### src/rtl/apb_slv_memory_ws.sv
// apb_slv_memory_ws: APB3 completer memory with byte strobes,
// fixed wait states, optional read-only upper region and PSLVERR.
module apb_slv_memory_ws #(
    parameter int DATA_SIZE   = 32,
    parameter int ADDR_SIZE   = 8,
    parameter int MEM_DEPTH   = 32,
    parameter int WAIT_STATES = 1,
    parameter int RO_BASE     = MEM_DEPTH
) (
    input  logic                   PCLK,
    input  logic                   PRESET,
    input  logic [ADDR_SIZE-1:0]   PADDR,
    input  logic                   PSEL,
    input  logic                   PENABLE,
    input  logic                   PWRITE,
    input  logic [DATA_SIZE-1:0]   PWDATA,
    input  logic [DATA_SIZE/8-1:0] PSTROBE,
    output logic                   PREADY,
    output logic [DATA_SIZE-1:0]   PRDATA,
    output logic                   PSLVERR
);

    localparam int NB = DATA_SIZE / 8;
    localparam int CW = (WAIT_STATES > 0) ? $clog2(WAIT_STATES + 1) : 1;
    localparam int AW = (MEM_DEPTH > 1) ? $clog2(MEM_DEPTH) : 1;

    localparam logic [ADDR_SIZE:0] DEPTH_L = (ADDR_SIZE + 1)'(MEM_DEPTH);
    localparam logic [ADDR_SIZE:0] RO_L    = (ADDR_SIZE + 1)'(RO_BASE);
    localparam logic [CW-1:0]      WS_L    = CW'(WAIT_STATES);

    localparam logic [1:0] ST_IDLE = 2'd0;
    localparam logic [1:0] ST_WAIT = 2'd1;
    localparam logic [1:0] ST_DONE = 2'd2;

    logic [1:0]           state;
    logic [1:0]           nxt_state;
    logic [CW-1:0]        cnt;
    logic [CW-1:0]        nxt_cnt;

    logic [AW-1:0]        addr_q;
    logic                 write_q;
    logic [DATA_SIZE-1:0] wdata_q;
    logic [NB-1:0]        strb_q;
    logic                 err_q;

    logic [DATA_SIZE-1:0] mem [MEM_DEPTH];

    logic                 setup;
    logic                 access;
    logic [ADDR_SIZE:0]   paddr_ext;
    logic                 req_err;
    logic                 in_idle;
    logic                 enter_done;
    logic [AW-1:0]        rd_idx;
    logic                 rd_err;
    logic                 rd_wr;

    assign setup     = PSEL & ~PENABLE;
    assign access    = PSEL & PENABLE;
    assign paddr_ext = {1'b0, PADDR};
    assign req_err   = (paddr_ext >= DEPTH_L) |
                       (PWRITE & (paddr_ext >= RO_L));

    // With zero wait states DONE is entered straight from the setup
    // cycle, so the live bus fields are used instead of the latches.
    assign in_idle    = (state == ST_IDLE);
    assign enter_done = (nxt_state == ST_DONE) && (state != ST_DONE);
    assign rd_idx     = in_idle ? PADDR[AW-1:0] : addr_q;
    assign rd_err     = in_idle ? req_err : err_q;
    assign rd_wr      = in_idle ? PWRITE : write_q;

    // Next-state and wait counter
    always_comb begin
        nxt_state = state;
        nxt_cnt   = cnt;
        unique case (state)
            ST_IDLE: begin
                if (setup) begin
                    if (WAIT_STATES == 0) begin
                        nxt_state = ST_DONE;
                    end else begin
                        nxt_state = ST_WAIT;
                        nxt_cnt   = CW'(1);
                    end
                end
            end
            ST_WAIT: begin
                if (access) begin
                    if (cnt == WS_L) begin
                        nxt_state = ST_DONE;
                        nxt_cnt   = '0;
                    end else begin
                        nxt_cnt = cnt + CW'(1);
                    end
                end else begin
                    nxt_state = ST_IDLE;
                    nxt_cnt   = '0;
                end
            end
            ST_DONE: begin
                nxt_state = ST_IDLE;
            end
            default: begin
                nxt_state = ST_IDLE;
                nxt_cnt   = '0;
            end
        endcase
    end

    // State, request latches and registered bus outputs
    always_ff @(posedge PCLK or posedge PRESET) begin
        if (PRESET) begin
            state   <= ST_IDLE;
            cnt     <= '0;
            addr_q  <= '0;
            write_q <= 1'b0;
            wdata_q <= '0;
            strb_q  <= '0;
            err_q   <= 1'b0;
            PREADY  <= 1'b0;
            PSLVERR <= 1'b0;
            PRDATA  <= '0;
        end else begin
            state <= nxt_state;
            cnt   <= nxt_cnt;
            if (in_idle && setup) begin
                addr_q  <= PADDR[AW-1:0];
                write_q <= PWRITE;
                wdata_q <= PWDATA;
                strb_q  <= PSTROBE;
                err_q   <= req_err;
            end
            PREADY  <= enter_done;
            PSLVERR <= enter_done & rd_err;
            if (enter_done && !rd_wr) begin
                PRDATA <= rd_err ? '0 : mem[rd_idx];
            end
        end
    end

    // Strobed write commit on the edge leaving DONE; contents not reset
    always_ff @(posedge PCLK) begin
        if (!PRESET && (state == ST_DONE) && write_q && !err_q) begin
            for (int i = 0; i < NB; i++) begin
                if (strb_q[i]) begin
                    mem[addr_q][8*i +: 8] <= wdata_q[8*i +: 8];
                end
            end
        end
    end

endmodule

### config.mk
export PLATFORM = sky130hd
export DESIGN_NAME = apb_slv_memory_ws
export DESIGN_NICKNAME = d
export VERILOG_FILES = /design/src/rtl/apb_slv_memory_ws.sv
export SDC_FILE = /design/constraint.sdc
export NUM_CORES = 2
export LEC_CHECK = 0
export CAP_MARGIN = 20
export CORE_UTILIZATION = 65
export DETAILED_ROUTE_END_ITERATION = 7
export GPL_TIMING_DRIVEN = 0
export PLACE_DENSITY = 0.89
export SYNTH_ARGS = -nofsm -noshare
export SYNTH_HDL_FRONTEND = slang
export SYNTH_SLANG_ARGS = --single-unit
### constraint.sdc
create_clock -name PCLK -period 4.6 [get_ports PCLK]
set_input_delay 1.38 -clock PCLK [delete_from_list [all_inputs] [get_ports PCLK]]
set_output_delay 1.38 -clock PCLK [all_outputs]
set_load 0.05 [all_outputs]
==> results.toml <==
[outcome]
status = "finished clean"

[clock_tree]
cts_root_buf = "clkbuf_16"
cts_resized = 0
postCtsSetupBuffers = 0
cts.clk_slew.worst_paths_ps = 70
clock_sinks = 1104
numCtsBuffers = 103
worstSkewPairLatency_ps = 690
cts_tree = "yes"
ctsLongestPathBuffers = 3
cts_hold_buf = 0
htree_levels = 3

[finish]
drive_gt1_frac = 0.116
final_cells = 3948
final_area_mm2 = 0.0500
area_delta_synth_final_pct = 13.8
nets = 3042
utilization = 0.754

[synth]
yosysWarnings = 0
yosysSeqAreaShare = 0.745
synth_area_leaders = "edfxtp_1 70%, mux2i_1 7.3%, dfrtp_1 4.6%"
synth-seq-cells = 1104
postSynthAreaPerCell_um2 = 15.9
synth_edf_count = 1024
yosysMostFrequentCell = "edfxtp_1"
synth_ff_type = "edfxtp_1"
netlist_instances = 2774
synth.top_cells.by_count = "1024 x edfxtp_1, 322 x mux2i_1, 171 x nand2_1"
yosys.area.top_type = "edfxtp_1"
synth.top_cell.area_share = 0.699
syn_nets = 2823
synth_cell_types = 55
synthesis.area_mm2 = 0.0440
async_flop_share = 0.0725

[place]
post_dp_cell_area_mm2 = 0.0461
hpwl_mm = 83.6
gp_congestion = 0.951
pre_cts_ws_ps = -213
portBuffers = 82
placedCellCount = 3731

[floorplan]
core_area_mm2 = 0.0663
rows = 94
io_pins = 83
start_util = 0.663
die_x_um = 262
die_area_mm2 = 0.0687
chipHeight_um = 262

[routing]
viasPerCell = 7.32
drt_pass1_iterations = 8
via_count = 28905
drtIter0Drc = 5745
drt.antenna.violating_nets = 0
wirelength_mm = 128
drc = 0
avgRoutedWirePerCell_um = 32.5

[worst_setup_path]
end_kind = "flip-flop"
worstSetupStartpointType = "input pin"
critPathTopFamily = "buffers and inverters"
reg2reg_slack_ps = 900
crit_slowest_cell = "clkbuf_1"
crit_required_ps = 4920
cp.buffers_inverters = 4
critPathMaxStageDelay_ps = 690
r2r-start = "state[1]"
r2r-end = "PRDATA[16]"
r2r_cells = 7
path_max_fanout = 33
path_cells = "clkdlybuf4s50_1 > clkinvlp_4 > buf_12 > and4_1 > nand2_1 > clkbuf_1 > nor2_1"
setup.worst_path.class = "in2reg"
cp.arrival_ps = 4660

[timing]
fin_ws_ps = 256
slew_violations = 0
fin_crit_sh = 0.944
period_needed_ps = 4340
setup_viol_count_final = 0
fin_skew_ps = 27.5
slew_headroom = 0.153
fin_tns_setup_ps = 0
hold_ws_ps = 511
tightest_slew_ps = 1270
grt_setup_unrepaired = "no"
hold_viol = 0
max_freq_mhz = 230

[power_and_ir_drop]
power_leakage_nw = 17.1
ir_drop_mv = 0.378
powerDensity_mw_per_mm2 = 472
finalPower_mw = 23.6

[global_routing]
overflow = 0
grtUsageTotal = 0.367
grt_pass1_vias = 27858
grt_max_degree = 34
grt_pass1_wl_mm = 180
antenna_found_initial = 4

[min_path]
min_from = "strb_q[3]"
holdPathStages = 1
hold_end = "strb_q[3]"
hp-class = "reg2reg"

[run]
cap_violations = 0
[worst max-delay path by stage]
stage | start | to | slack (ps) | cells past startpoint
floorplan | PRESET | mem[21][10] | 670 | 5
global placement | PRESET | mem[11][21] | -1460 | 6
detailed placement | PRESET | mem[11][23] | -210 | 7
CTS | PRESET | mem[11][19] | 450 | 7
global route | PRESET | mem[11][19] | 150 | 7
finish | PRESET | mem[10][21] | 260 | 7
[area by class of cell]
class                   count  area [um^2]
repair buffers            114         1560
clock inverters            58          584
clock buffers             136         2820
multi-input cells        1460        10100
flip-flops and latches   1104        32800
diodes                      2         5.00
fillers                  3504        16300
inverters                   3         15.0
plain buffers             207         1120
well taps                 864         1080
[placed cells by master, fill, tap and decap left out, drive strengths merged, types with 33 or more instances in the layout]
cell type,netlist,final
o22ai,64,64
a32oi,93,93
o21ai,133,133
clkbuf,84,220
o221ai,64,64
dfrtp,80,80
edfxtp,1024,1024
nand3,130,130
nor3,67,67
a21oi,66,66
nand4,33,33
buf,123,155
mux2i,322,322
clkinv,0,38
clkdlybuf4s50,0,82
nand2,172,172
mux2,44,44
nor2,140,140
[state kept, by name, indices dropped and copies added (netlist names), 2 cells and up]
name / cells
state: 2
wdata_q: 32
strb_q: 4
addr_q: 5
PRDATA: 32
mem: 1024
[where the power goes]
part           total (mW)  internal [mW]  switching [mW]  leakage, nW
Sequential           11.9           11.5           0.395         10.2
Combinational        3.06           1.02            2.04         5.26
Clock                8.65           4.85            3.80         1.66
[metal layers]
layer  up-vias  GRT usage  part of all wire
met3       529     0.0997              0.15
met1     13996      0.490              0.33
li1      11409          -                 -
met4         4      0.205             0.063
met2      2967      0.553              0.45
met5         -          0           0.00018
[cell families after synthesis]
family                 synth area share
AOI/OAI and AO/OA                0.0854
buffers and inverters            0.0258
DFF                               0.745
muxes                            0.0846
and+or+nand+nor                  0.0594
No activity file was read; power rests on OpenSTA's default activity.
